--- src/rtl/led_show_sequencer.sv ---
// Show controller for the 16-LED shifter: walks blink, right, left, centre-out
// and outside-in phases, emitting single-cycle load/step strobes on one clock.
module led_show_sequencer #(
  parameter int unsigned DIV0  = 100_000_000,
  parameter int unsigned DIV1  = 50_000_000,
  parameter int unsigned DIV2  = 20_000_000,
  parameter int unsigned DIV3  = 10_000_000,
  parameter int unsigned CNT_W = 27
) (
  input  logic       clk,
  input  logic       rst,
  input  logic       start,
  input  logic       stop,
  input  logic       pause,
  input  logic       loop_en,
  input  logic [1:0] sel_freq,
  input  logic [7:0] steps,
  output logic       shf_load,
  output logic       shf_step,
  output logic [1:0] shf_mode,
  output logic       shf_manual,
  output logic [2:0] phase,
  output logic       busy,
  output logic       done
);

  typedef enum logic [1:0] {
    S_IDLE,
    S_LOAD,
    S_RUN,
    S_DONE
  } state_e;

  localparam logic [CNT_W-1:0] DIV0_M1 = CNT_W'(DIV0 - 1);
  localparam logic [CNT_W-1:0] DIV1_M1 = CNT_W'(DIV1 - 1);
  localparam logic [CNT_W-1:0] DIV2_M1 = CNT_W'(DIV2 - 1);
  localparam logic [CNT_W-1:0] DIV3_M1 = CNT_W'(DIV3 - 1);

  state_e           state_q, state_d;
  logic [CNT_W-1:0] presc_q, presc_d;
  logic [CNT_W-1:0] div_m1;
  logic [7:0]       step_cnt_q, step_cnt_d;
  logic [7:0]       steps_q, steps_d;
  logic [1:0]       sel_q, sel_d;
  logic [2:0]       phase_q, phase_d;
  logic             load_q, load_d;
  logic             step_q, step_d;
  logic             manual_q, manual_d;
  logic [1:0]       mode_q, mode_d;
  logic             busy_q, busy_d;
  logic             done_q, done_d;
  logic             tc;
  logic             last_step;
  logic             counting;

  always_comb begin
    unique case (sel_q)
      2'd0:    div_m1 = DIV0_M1;
      2'd1:    div_m1 = DIV1_M1;
      2'd2:    div_m1 = DIV2_M1;
      default: div_m1 = DIV3_M1;
    endcase
  end

  assign tc        = (presc_q == div_m1);
  assign last_step = step_q && (step_cnt_q == (steps_q - 8'd1));
  // The LOAD cycle itself is prescaler count 0, so the first step lands DIVsel cycles after it.
  assign counting  = (state_q == S_LOAD) || ((state_q == S_RUN) && !pause);

  always_comb begin
    state_d = state_q;
    phase_d = phase_q;
    steps_d = steps_q;
    sel_d   = sel_q;

    unique case (state_q)
      S_IDLE, S_DONE: begin
        if (start) begin
          state_d = S_LOAD;
          phase_d = '0;
          steps_d = (steps == '0) ? 8'd1 : steps;
        end
      end
      S_LOAD: state_d = S_RUN;
      S_RUN: begin
        if (last_step) begin
          if (phase_q == 3'd4) begin
            if (loop_en) begin
              state_d = S_LOAD;
              phase_d = '0;
            end else begin
              state_d = S_DONE;
            end
          end else begin
            state_d = S_LOAD;
            phase_d = phase_q + 3'd1;
          end
        end
      end
      default: state_d = S_IDLE;
    endcase

    if (stop) begin
      state_d = S_IDLE;
      phase_d = '0;
    end

    if (state_d == S_LOAD) begin
      sel_d = sel_freq;
    end
  end

  always_comb begin
    presc_d    = presc_q;
    step_cnt_d = step_cnt_q;
    step_d     = 1'b0;

    if (state_d != S_RUN) begin
      presc_d    = '0;
      step_cnt_d = '0;
    end else begin
      if (counting) begin
        presc_d = tc ? '0 : presc_q + CNT_W'(1);
        step_d  = tc;
      end
      if (step_q) begin
        step_cnt_d = step_cnt_q + 8'd1;
      end
    end
  end

  always_comb begin
    load_d   = (state_d == S_LOAD);
    busy_d   = (state_d == S_LOAD) || (state_d == S_RUN);
    done_d   = (state_d == S_DONE);
    manual_d = manual_q;
    mode_d   = mode_q;

    if (state_d == S_IDLE) begin
      manual_d = 1'b1;
      mode_d   = 2'd0;
    end else if (state_d == S_LOAD) begin
      unique case (phase_d)
        3'd0: begin manual_d = 1'b0; mode_d = 2'd0; end
        3'd1: begin manual_d = 1'b1; mode_d = 2'd0; end
        3'd2: begin manual_d = 1'b1; mode_d = 2'd1; end
        3'd3: begin manual_d = 1'b1; mode_d = 2'd2; end
        default: begin manual_d = 1'b1; mode_d = 2'd3; end
      endcase
    end
  end

  always_ff @(posedge clk) begin
    if (!rst) begin
      state_q    <= S_IDLE;
      presc_q    <= '0;
      step_cnt_q <= '0;
      steps_q    <= 8'd1;
      sel_q      <= '0;
      phase_q    <= '0;
      load_q     <= 1'b0;
      step_q     <= 1'b0;
      manual_q   <= 1'b1;
      mode_q     <= '0;
      busy_q     <= 1'b0;
      done_q     <= 1'b0;
    end else begin
      state_q    <= state_d;
      presc_q    <= presc_d;
      step_cnt_q <= step_cnt_d;
      steps_q    <= steps_d;
      sel_q      <= sel_d;
      phase_q    <= phase_d;
      load_q     <= load_d;
      step_q     <= step_d;
      manual_q   <= manual_d;
      mode_q     <= mode_d;
      busy_q     <= busy_d;
      done_q     <= done_d;
    end
  end

  assign shf_load   = load_q;
  assign shf_step   = step_q;
  assign shf_mode   = mode_q;
  assign shf_manual = manual_q;
  assign phase      = phase_q;
  assign busy       = busy_q;
  assign done       = done_q;

endmodule

--- config.mk ---
export PLATFORM = sky130hd
export DESIGN_NAME = led_show_sequencer
export DESIGN_NICKNAME = d
export VERILOG_FILES = /design/src/rtl/led_show_sequencer.sv
export SDC_FILE = /design/constraint.sdc
export NUM_CORES = 1
export LEC_CHECK = 0
export ABC_AREA = 1
export CAP_MARGIN = 20
export CORE_MARGIN = 8
export CORE_UTILIZATION = 53
export DETAILED_ROUTE_END_ITERATION = 10
export PLACE_DENSITY = 0.78
export SLEW_MARGIN = 10
export SYNTH_ARGS = -nofsm -noshare
export SYNTH_HDL_FRONTEND = slang
export SYNTH_SLANG_ARGS = --single-unit
export TNS_END_PERCENT = 20
--- constraint.sdc ---
create_clock -name clk -period 2.8 [get_ports clk]
set_input_delay 0.42 -clock clk [delete_from_list [all_inputs] [get_ports clk]]
set_output_delay 0.42 -clock clk [all_outputs]
set_load 0.01 [all_outputs]
# After elaboration in Yosys (flattened, before gate mapping)
# Index checks and enable logic that the tools add are counted.
# word_totals
register_bits	57
inputBits	16
word_cells	66
# op_classes
add_sub_neg	4
n_eq_ne	15
muxes	17
bitwise	2
reduce_logical	16
# op_table
op	count
$pmux W27 S3	1
$add A27 B1 Y27 const B	1
$eq A27 B27 Y1	1
$mux W27	1
$mux W3	5
$pmux W2 S3	2
$eq A2 B2 Y1 const B	5
$mux W2	5
$add A8 B1 Y8 const B	1
$eq A8 B8 Y1	1
$logic_not A8 Y1	1
$mux W8	1
$reduce_or A2 Y1	4
$sub A8 B1 Y8 const B	1
$eq A2 B1 Y1 const B	3
$eq A3 B2 Y1 const B	2
$logic_not A2 Y1	3
$pmux W3 S2	1
$add A3 B1 Y3 const B	1
$eq A3 B1 Y1 const B	1
$eq A3 B3 Y1 const B	1
$logic_not A3 Y1	1
$reduce_or A3 Y1	1
$logic_and A1 B1 Y1	2
other kinds (6)	8

# Depth between registers and ports, before layout
# Gate-level depths: netlist of the first run.
# logic_depth
ltp_word	9
mapped_depth	22

# Least setup slack after synthesis of the first run
# Ideal clock, no wire load.
# synth_path
path_kind	reg2reg
from	register steps_q[0]
to	register presc_q[16]
setup_ns	0.119
arrival_time_ns	2.651
required_time_ns	2.681
slack_ns	0.029
stages_incl_launch_ff	21
n_path_buf	1
period_less_slack_ns	2.771
path_cell_list	dfxtp_1 -> inv_1 -> ha_1 -> nand2_1 -> inv_1 -> nor2_1 -> nand3_1 -> nor2_1 -> nand2_1 -> nor2_1 -> nand2_1 -> nand2_1 -> a21oi_1 -> nor3_1 -> inv_1 -> ha_1 -> nand2_1 -> nor2_4 -> inv_2 -> buf_4 -> nor3_1
# synth_between
elab_chain_len	8
# synth_rtl
element	line_no	source
start, declared	43	logic [7:0] steps_q, steps_d;
start signal, assigned	171	steps_q <= steps_d;
$sub A8 B1 Y8	66	assign last_step = step_q && (step_cnt_q == (steps_q - 8'd1));
$eq A8 B8 Y1	66	
$logic_and A1 B1 Y1	66	
$mux W2	86	if (last_step) begin
$pmux W2 S3	76	unique case (state_q)
$mux W2	103	if (stop) begin
via state_d[0]	39	state_e state_q, state_d;
$ne A2 B2 Y1	118	if (state_d != S_RUN) begin
$reduce_or A2 Y1 (no line)	n/a	
end signal, assigned	169	presc_q <= presc_d;
end, declared	40	logic [CNT_W-1:0] presc_q, presc_d;
# The timed path passes the listed nets, and every way through them passes these cells.
# A chain may end at the register's enable or synchronous reset.

# Worst setup path after layout of the first run
# layout_path
from	register steps_q[2]
to	register presc_q[12]
# Same word-level chain as after synthesis.

==> results of run 1 <==
## worst max-delay path, delay by kind of cell (launching register included)
family                     cells  cell delay [ns]
and+or+nand+nor               13             1.37
DFF                            1             0.36
AOI/OAI and AO/OA              2             0.34
buffers and inverters          3             0.27
adders and majority gates      1             0.16
## worst max-delay path by stage
stage | from | end | slack, ns
floorplan | steps_q[0] | presc_q[16] | 0.03
global placement | steps_q[0] | presc_q[12] | 0.13
detailed placement | steps_q[0] | presc_q[25] | 0.01
CTS | steps_q[0] | presc_q[25] | 0.008
global route | steps_q[0] | presc_q[12] | -0.05
finish | steps_q[2] | presc_q[12] | 0.23
## synthesized netlist by cell type (5+ instances only)
| cell | number |
|---|---|
| nor3_1 | 18 |
| inv_1 | 67 |
| xor2_1 | 13 |
| nor2_1 | 65 |
| o21ai_0 | 24 |
| nand4_1 | 5 |
| nand3_1 | 34 |
| xnor2_1 | 8 |
| nand2_1 | 103 |
| dfxtp_1 | 57 |
| a21oi_1 | 37 |
| ha_1 | 12 |
## cells in the final DEF (no fill, tap or decap), types with 13 or more instances in the layout
master             n
nand2_1          101
inv_1             64
nor2_1            60
dfxtp_1           55
a21oi_1           37
nand3_1           32
clkdlybuf4s50_1   25
o21ai_0           23
nor3_1            17
xor2_1            13
## metal layers
layer,wire (µm),global-route usage (%),share of wire [%]
met1,3550,22.7,46
met2,3660,29.3,47
met3,416,5.08,5.4
met4,112,8.32,1.4
met5,0,0,0
## layout make-up
type | instances | area, µm² | area share [%]
Multi-Input combinational cell | 355 | 1920 | 48.9
Sequential cell | 57 | 1140 | 29.2
Timing Repair Buffer | 33 | 310 | 7.91
Inverter | 69 | 262 | 6.67
Clock buffer | 12 | 155 | 3.96
Tap cell | 75 | 93.8 | 2.39
Clock inverter | 3 | 40.0 | 1.02
## kinds of logic after synthesis
family          Yosys count
xor+xnor                 21
simple gates            252
flops                    57
fa+ha+maj                12
buf+inv                  75
compound gates           70
## state kept, by name (all words and copies together), names as in the netlist
register	flops
steps_q	8
phase	3
presc_q	27
step_cnt_q	8
sel_q	2
shf_step	1
done	1
shf_load	1
shf_mode	2
busy	1
shf_manual	1
state_q	2
## report_power, final
group / switching [µW] / internal (µW) / total, µW / leakage, µW
sequential: 25.0 / 833 / 858 / 0.000462
combinational: 159 / 108 / 267 / 0.00103
clock: 319 / 452 / 771 / 0.000102
total: 503 / 1390 / 1900 / 0.00159
## metrics by stage
stage               utilization, %  TNS [ns]  power (µW)  setup slack (ns)
floorplan                        -         0        1040            0.0292
global placement              61.3         0        1110             0.129
detailed placement            61.3         0        1120            0.0107
CTS                           64.6         0        1900           0.00835
global route                  65.8    -0.162        1990           -0.0526
finish                        65.8         0        1900             0.228
## repair_timing
item	CTS	global route
pin swaps	0	5
setup endpoints to repair	5	40
hold endpoints to repair	0	0
setup buffers	0	3
resized for setup	1	20
==> impl_results.md, run 1 <==
* Post-DP Area at 3650 µm²
* # rows at 28
* CTS max path bufs at 2
* Worst R2R Path Depth at 19
* Final Max Tran Viols at 0
* Clock period minus final worst setup slack at 2.57 ns
* Worst Hold Path EP: shf_mode[1]
* Die Wd at 94.9 µm
* Slew margin rel. at 61.6%
* Post-Syn Area at 3300 µm²
* Synth Register Bits at 57
* CORE AREA at 5960 µm²
* Vias in the first global route at 2,968
* Hold depth at 2
* WP data arrival at 2.83 ns
* Initial DRC Count at 179
* IO Count at 26
* Xor and xnor area share after synthesis at 5.58%
* Crit path kind: register to register
* Hold Slack at 0.481 ns
* DRC viols at 0
* First-pass GRT wire length at 13.2 mm
* IO buf count at 25
* Non-Filler Instances at 604
* CTS tree: yes
* Initial antenna violation count at 0
* Prevailing post-synth register cell: dfxtp_1
* Reg-to-reg endpoint: presc_q[12]
* Crit path max fanout at 15
* Full die area at 9000 µm²
* Syn nets at 515
* Synth warn at 0
* Synth Area in Adders at 4.55%
* Area share of the largest cell type after synthesis at 34.6%
* Fillers at 522
* Clock sink total at 57
* Largest cells by area after synthesis: dfxtp_1, nand2_1, inv_1
* Vias/cell at 5.28
* Number of max-cap violations at 0
* Hold buffer count at cts at 0
* Largest family of logic cells by synthesized area: simple AND/OR/NAND/NOR gates
* N_diodes at 0
* Post-synth ARST share at 0%
* Critical Path Max Stage Delay at 0.36 ns
* Worst VDD drop at 0.000438 V
* Post-route design area at 3920 µm²
* GPL Wtd Cong at 0.906
* Post-synth EDFFs at 0
* Final HPWL from detailed placement at 5.74 mm
* Crit-path cells: nor2_2 -> nand2_1 -> nor2_1 -> nand2_1 -> nand2_1 -> nand2_1 -> nor2_2 -> nand3_2 -> o21ai_1 -> nand2_1 -> nand3_1 -> nand3_2 -> inv_2 -> ha_1 -> nand2_2 -> nor2_4 -> buf_4 -> inv_4 -> a211oi_2
* Post-Syn Area per Cell at 6.77 µm²
* Worst path required time at 3.06 ns
* Min-delay src: shf_mode[1]
* CP Launch Type: register
* Synth area leader: dfxtp_1
* Setup slack, reg-to-reg at 0.23 ns
* Number of distinct library cells after synthesis at 35
* Top cell by count, worst path: nand2_1
* Simple-Gate Fraction of Synth Area at 35.1%
* WL final at 7.74 mm
* Clock Skew at 0.00296 ns
* Mux cell area share after synthesis at 0%
* Compound-Gate Fraction of Synth Area at 11.3%
* Worst-path cell with the longest stage delay: dfxtp_1
* Worst skew pair latency at 0.34 ns
* Total grt overflow at 0
* Via count at 3,190
* Cell leakage power at 0.00159 µW
* Period utilisation layout at 91.9%
* Status: completed
* Fmax at 0.389 GHz
* Fin nets at 553
* Min-Delay Path Class: register to register
* Total CTS buffers at 9
* Cells after synthesis at 487
* CP Capture Type: register
* Power Density at 483 nW/µm²
* Htree depth at 3
* Post-route antenna net violation count at 0
* Root buffer cell: clkbuf_8
* Worst slew pin tran at 0.571 ns
* RR Startpoint: steps_q[2]
* DR WL/cell at 12.8 µm
* Initial core utilization at 55.4%
* # placed instances at 586
* Total iterations of the first detailed-routing run at 4
* Share of cells above drive strength 1 at 11.9%
* Chip Height at 94.9 µm
* Sequential area share after synthesis at 34.6%
* Final setup fails at 0
* Synth-to-layout area growth at 18.9%
* Clk slew on worst S/H paths at 0.06 ns
* Hold Fails Final Rpt at 0
* Pin count of the biggest net entering global routing at 16
* GRT Overall Usage at 18.4%
Power figures use the tool's default switching activity.
==> run 2, diff against run 1 <==
CORE_UTILIZATION = 58   (was 53)
PLACE_DENSITY = 0.81   (was 0.78)
clock period = 2.7 ns   (was 2.8 ns; I/O delays follow)
==> impl_results.md, run 2 (synthesis gave the netlist of run 1 again) <==
* Status: completed
* CTS max path bufs at 2 (unchanged)
* Setup slack, reg-to-reg at 0.09 ns (-0.14 ns)
* Crit path max fanout at 15 (unchanged)
* Initial DRC Count at 161 (-10%)
* RSZ-0062 raised after global routing: true
* Leading cell type in the layout, fill and taps excluded: nand2_1
* Worst skew pair latency at 0.34 ns (about the same)
* Final core utilization at 72.0% (+6.2 points)
* Clock Skew at 0.00582 ns (+0.00285 ns)
* Number of max-cap violations at 0 (unchanged)
* Worst VDD drop at 0.000337 V (-23%)
* Worst path required time at 2.90 ns (-0.16 ns)
* Hold depth at 2 (unchanged)
* Pin count of the biggest net entering global routing at 16 (unchanged)
* # placed instances at 586 (unchanged)
* First-pass GRT wire length at 13.2 mm (+0.27%)
* Hold Fails Final Rpt at 0 (unchanged)
* Post-DP Area at 3670 µm² (+0.58%)
* Total grt overflow at 0 (unchanged)
* Crit path kind: register to register
* Largest Register: presc_q
* Initial antenna violation count at 0 (unchanged)
* GPL Wtd Cong at 0.932 (+2.8%)
* Clock sink total at 57 (unchanged)
* Min-delay src: shf_mode[1]
* Total iterations of the first detailed-routing run at 5 (+1)
* Via count at 3,214 (+0.75%)
* IO buf count at 25 (unchanged)
* DRC viols at 0 (unchanged)
* Cell leakage power at 0.00161 µW (+1.2%)
* Min-Delay Path Class: register to register
* Post-route design area at 3970 µm² (+1.1%)
* Root buffer cell: clkbuf_8
* Chip Height at 91.4 µm (-3.7%)
* Worst slew pin tran at 0.469 ns (-0.102 ns)
* Vias in the first global route at 3,076 (+3.6%)
* Hold buffer count at cts at 0 (unchanged)
* Register area at 1140 µm² (+0.11%)
* IO Count at 26 (unchanged)
* Hold Slack at 0.487 ns (+0.00552 ns)
* Worst R2R Path Depth at 19 (unchanged)
* Fillers at 429 (-18%)
* Synth-to-layout area growth at 20.3%
* Final HPWL from detailed placement at 5.64 mm (-1.7%)
* Die Wd at 91.4 µm (-3.7%)
* Share of cells above drive strength 1 at 14.2% (+2.3 points)
* Reg-to-reg endpoint: presc_q[12]
* Initial core utilization at 59.9% (+4.5 points)
* CORE AREA at 5510 µm² (-7.5%)
* Final setup fails at 0 (unchanged)
* Slew margin rel. at 68.4% (+6.9 points)
* Final Max Tran Viols at 0 (unchanged)
* Period utilisation layout at 96.7% (+4.8 points)
* Clk slew on worst S/H paths at 0.07 ns (about the same)
* N_diodes at 0 (unchanged)
* Fin nets at 558 (+0.90%)
* CP Launch Type: register
* Largest registers: presc_q: 27 flops, step_cnt_q: 8 flops, steps_q: 8 flops
* WP data arrival at 2.81 ns (-0.02 ns)
* Multi-input gate area at 1940 µm² (+1.1%)
* GRT Overall Usage at 18.7% (+0.29 points)
* RR Startpoint: steps_q[0]
* Worst Hold Path EP: shf_mode[1]
* WL final at 7.79 mm (+0.66%)
* Non-Filler Instances at 607 (+0.50%)
* Full die area at 8350 µm² (-7.2%)
* Commonest non-fill, non-tap cells in the layout: nand2_1, inv_1, nor2_1
* CTS tree: yes
* CP Capture Type: register
* Htree depth at 3 (unchanged)
* Power Density at 484 nW/µm² (about the same)
* Max reg flops at 27 (unchanged)
* DR WL/cell at 12.8 µm (+0.16%)
* Fmax at 0.383 GHz (-1.5%)
* Total CTS buffers at 9 (unchanged)
* Post-route antenna net violation count at 0 (unchanged)
* Crit path from: steps_q[0]
* # rows at 27 (-3.6%)
* Clock period minus final worst setup slack at 2.61 ns (+0.0381 ns)
* Vias/cell at 5.29 (+0.25%)
-- run 2: changes by cell type in the layout (fill, tap and decap cells not counted), sizes merged --
cell / previous run / this run
buf: 8 / 13
clkinvlp: 0 / 2
bufinv: 1 / 0
clkbuf: 12 / 11
clkinv: 2 / 3
-- run 2: metal layers --
metal | vias to the layer above | share of wire (%) | wire, µm | track usage, %
met5 | - | 0 | 0 | 0
met4 | 0 | 1.4 | 106 | 7.64
met3 | 10 | 4.4 | 340 | 3.87
met2 | 68 | 48 | 3780 | 31.5
met1 | 1490 | 46 | 3570 | 22.6
li1 | 1646 | - | - | -
-- run 2: where the power goes --
part | total, µW | switching [µW] | internal (µW)
combinational | 300 | 174 | 126
clock | 729 | 351 | 377
sequential | 889 | 25.9 | 864
-- run 2: per-stage QoR --
step           power [µW]  setup slack (ns)  TNS [ns]
6_report             1920            0.0896         0
5_1_grt              2010           -0.0944     -1.61
4_1_cts              1890          0.000322         0
3_5_place_dp         1160           0.00532         0
3_3_place_gp         1150             0.134         0
2_1_floorplan        1080            0.0162         0
-- run 2: cell type report --
| cell class | instances | share of cell area (%) |
|---|---|---|
| Sequential cell | 57 | 28.9 |
| Tap cell | 72 | 2.27 |
| Timing Repair Buffer | 38 | 8.87 |
| Multi-Input combinational cell | 355 | 48.9 |
| Inverter | 69 | 6.53 |
| Clock inverter | 5 | 0.757 |
| Clock buffer | 11 | 3.82 |
-- run 2: how the worst max path moves through the flow --
| stage | to | slack (ns) |
|---|---|---|
| 4_1_cts | presc_q[25] | 0.0003 |
| 2_1_floorplan | presc_q[16] | 0.02 |
| 5_1_grt | presc_q[13] | -0.09 |
| 6_report | presc_q[12] | 0.09 |
| 3_5_place_dp | shf_manual | 0.005 |
| 3_3_place_gp | shf_manual | 0.13 |
-- run 2: critical path, cell delays in order, from the launching register on --
cell and delay (ns):
dfxtp_2 0.33, inv_2 0.05, ha_4 0.23, nand2_1 0.06
inv_1 0.05, nor2_2 0.12, nand3_1 0.08, nor2_1 0.11
nand2_1 0.08, nor2_2 0.14, nand2_2 0.07, nand2_1 0.06
a21oi_1 0.07, nor3_2 0.20, inv_1 0.11, ha_1 0.22
nand2_2 0.12, nor2_4 0.06, inv_2 0.22, a211oi_1 0.08
-- run 2: timing repair --
action,4_1_cts,5_1_grt
pin swaps,0,9
gates cloned,0,1
setup endpoints to repair,10,38
hold endpoints to repair,0,0
buffers inserted,0,4
gates resized for setup,2,26
==> run 3, diff against run 2 <==
GPL_TIMING_DRIVEN = 0   (was unset)
==> impl_results.md, run 3 (synthesis gave the netlist of run 1 again) <==
* Status: completed
* Final setup fails at 0 (unchanged)
* Fin nets at 562 (+0.72%)
* Final HPWL from detailed placement at 5.68 mm (+0.70%)
* Hold Fails Final Rpt at 0 (unchanged)
* # rows at 27 (unchanged)
* CTS tree: yes
* Share of cells above drive strength 1 at 15.2% (+1.0 points)
* WL final at 8.22 mm (+5.5%)
* Post-route design area at 4040 µm² (+1.9%)
* Synth-to-layout area growth at 22.6%
* Leading cell type in the layout, fill and taps excluded: nand2_1
* Slew margin rel. at 67.5% (-0.92 points)
* Total CTS buffers at 9 (unchanged)
* Crit path max fanout at 5 (-10)
* IO Count at 26 (unchanged)
* Htree depth at 3 (unchanged)
* Period utilisation layout at 97.3% (+0.58 points)
* Via count at 3,300 (+2.7%)
* Largest registers: presc_q: 27 flops, step_cnt_q: 8 flops, steps_q: 8 flops
* Number of max-cap violations at 0 (unchanged)
* Post-route antenna net violation count at 0 (unchanged)
* CP Launch Type: register
* Post-DP Area at 3640 µm² (-0.82%)
* CP Capture Type: register
* Reg-to-reg endpoint: presc_q[25]
* Worst skew pair latency at 0.34 ns (about the same)
* IO buf count at 25 (unchanged)
* First-pass GRT wire length at 13.2 mm (-0.57%)
* Final Max Tran Viols at 0 (unchanged)
* Initial core utilization at 59.9% (unchanged)
* Hold buffer count at cts at 0 (unchanged)
* Largest Register: presc_q
* Cell leakage power at 0.00165 µW (+2.6%)
* Clock Skew at 0.00787 ns (+0.00205 ns)
* WP data arrival at 2.89 ns (+0.08 ns)
* Initial DRC Count at 179 (+11%)
* Worst path required time at 2.97 ns (+0.07 ns)
* Crit path kind: register to register
* Clk slew on worst S/H paths at 0.07 ns (about the same)
* RSZ-0062 raised after global routing: true
* Worst slew pin tran at 0.483 ns (+0.0136 ns)
* Commonest non-fill, non-tap cells in the layout: nand2_1, inv_1, nor2_1
* Worst R2R Path Depth at 21 (+2)
* Root buffer cell: clkbuf_8
* Clock sink total at 57 (unchanged)
* Vias in the first global route at 3,052 (-0.78%)
* Setup slack, reg-to-reg at 0.07 ns (-0.02 ns)
* Die Wd at 91.4 µm (unchanged)
* Max reg flops at 27 (unchanged)
* Power Density at 502 nW/µm² (+3.7%)
* Fmax at 0.381 GHz (-0.60%)
* RR Startpoint: steps_q[0]
* N_diodes at 0 (unchanged)
* Final core utilization at 73.4% (+1.4 points)
* Total grt overflow at 0 (unchanged)
* Full die area at 8350 µm² (unchanged)
* Crit path from: steps_q[0]
* Chip Height at 91.4 µm (unchanged)
* CORE AREA at 5510 µm² (unchanged)
* Pin count of the biggest net entering global routing at 11 (-5)
* Vias/cell at 5.40 (+2.0%)
* DR WL/cell at 13.4 µm (+4.8%)
* Worst VDD drop at 0.000389 V (+15%)
* CTS max path bufs at 2 (unchanged)
* DRC viols at 0 (unchanged)
* GRT Overall Usage at 18.8% (+0.12 points)
* Min-delay src: shf_mode[1]
* CP Capture Point: presc_q[25]
* Total iterations of the first detailed-routing run at 4 (-1)
* GPL Wtd Cong at 0.901 (-3.3%)
* Initial antenna violation count at 0 (unchanged)
* Clock period minus final worst setup slack at 2.63 ns (+0.0157 ns)
* Min-Delay Path Class: register to register
==> run 3: repair_timing <==
item | in CTS | in global routing
endpoints found under the setup margin | 42 | 35
setup buffers | 3 | 7
cloned | 0 | 1
resized for setup | 20 | 20
pin swaps | 5 | 9
==> run 3: how the worst min path moves through the flow <==
stage	depth (start not counted)	to	slack [ns]
after floorplan	1	step_cnt_q[7]	0.44
after global placement	2	shf_mode[0]	0.45
after detailed placement	2	shf_mode[0]	0.46
after CTS	2	shf_mode[1]	0.47
after global routing	2	shf_mode[1]	0.52
final	2	shf_mode[1]	0.46
==> run 3: final cells by class <==
class / count / area, µm²
repair buffers: 36 / 337
clock buffers: 11 / 151
fillers: 405 / 1470
plain buffers: 6 / 33.8
flip-flops and latches: 57 / 1150
clock inverters: 5 / 53.8
inverters: 69 / 267
multi-input cells: 355 / 1960
well taps: 72 / 90.1
==> run 3: metal layers <==
layer	GRT usage, %	vias up	routed length, µm
li1	-	1663	-
met1	22.6	1523	3710
met2	31.2	95	3910
met3	4.44	19	420
met4	8.32	0	175
met5	0	-	0
==> run 3: worst max-delay path: stages, from the launching register on <==
cell and delay [ns]:
dfxtp_4 0.38, inv_4 0.05, ha_4 0.17, inv_4 0.06, nand2_2 0.05, nand2_1 0.06
nand2_1 0.05, nand2_2 0.10, nand3_2 0.11, nor2_2 0.16, nand3_2 0.11, o21ai_1 0.14
nand2_1 0.08, nand3_2 0.07, nand3_2 0.09, inv_2 0.10, ha_4 0.14, nand2_4 0.06
nor2_4 0.19, buf_6 0.14, o21ai_0 0.10, a21oi_1 0.14
==> run 3: through the flow <==
step	std cells	worst slack, ns	total power, µW	hold slack, ns	TNS (ns)
finish	611	0.0739	2030	0.464	0
global route	611	-0.138	2100	0.516	-1.72
CTS	603	0.00878	2000	0.469	0
detailed placement	584	-0.638	1160	0.460	-16.68
global placement	584	-0.518	1150	0.454	-11.24
floorplan	487	0.0162	1080	0.443	0
==> run 3: power by group <==
part / switching (µW) / internal, µW / total (µW) / leakage (µW)
clock network: 359 / 473 / 832 / 0.000109
registers: 19.7 / 863 / 883 / 0.000463
logic: 186 / 128 / 313 / 0.00108
total: 565 / 1460 / 2030 / 0.00165
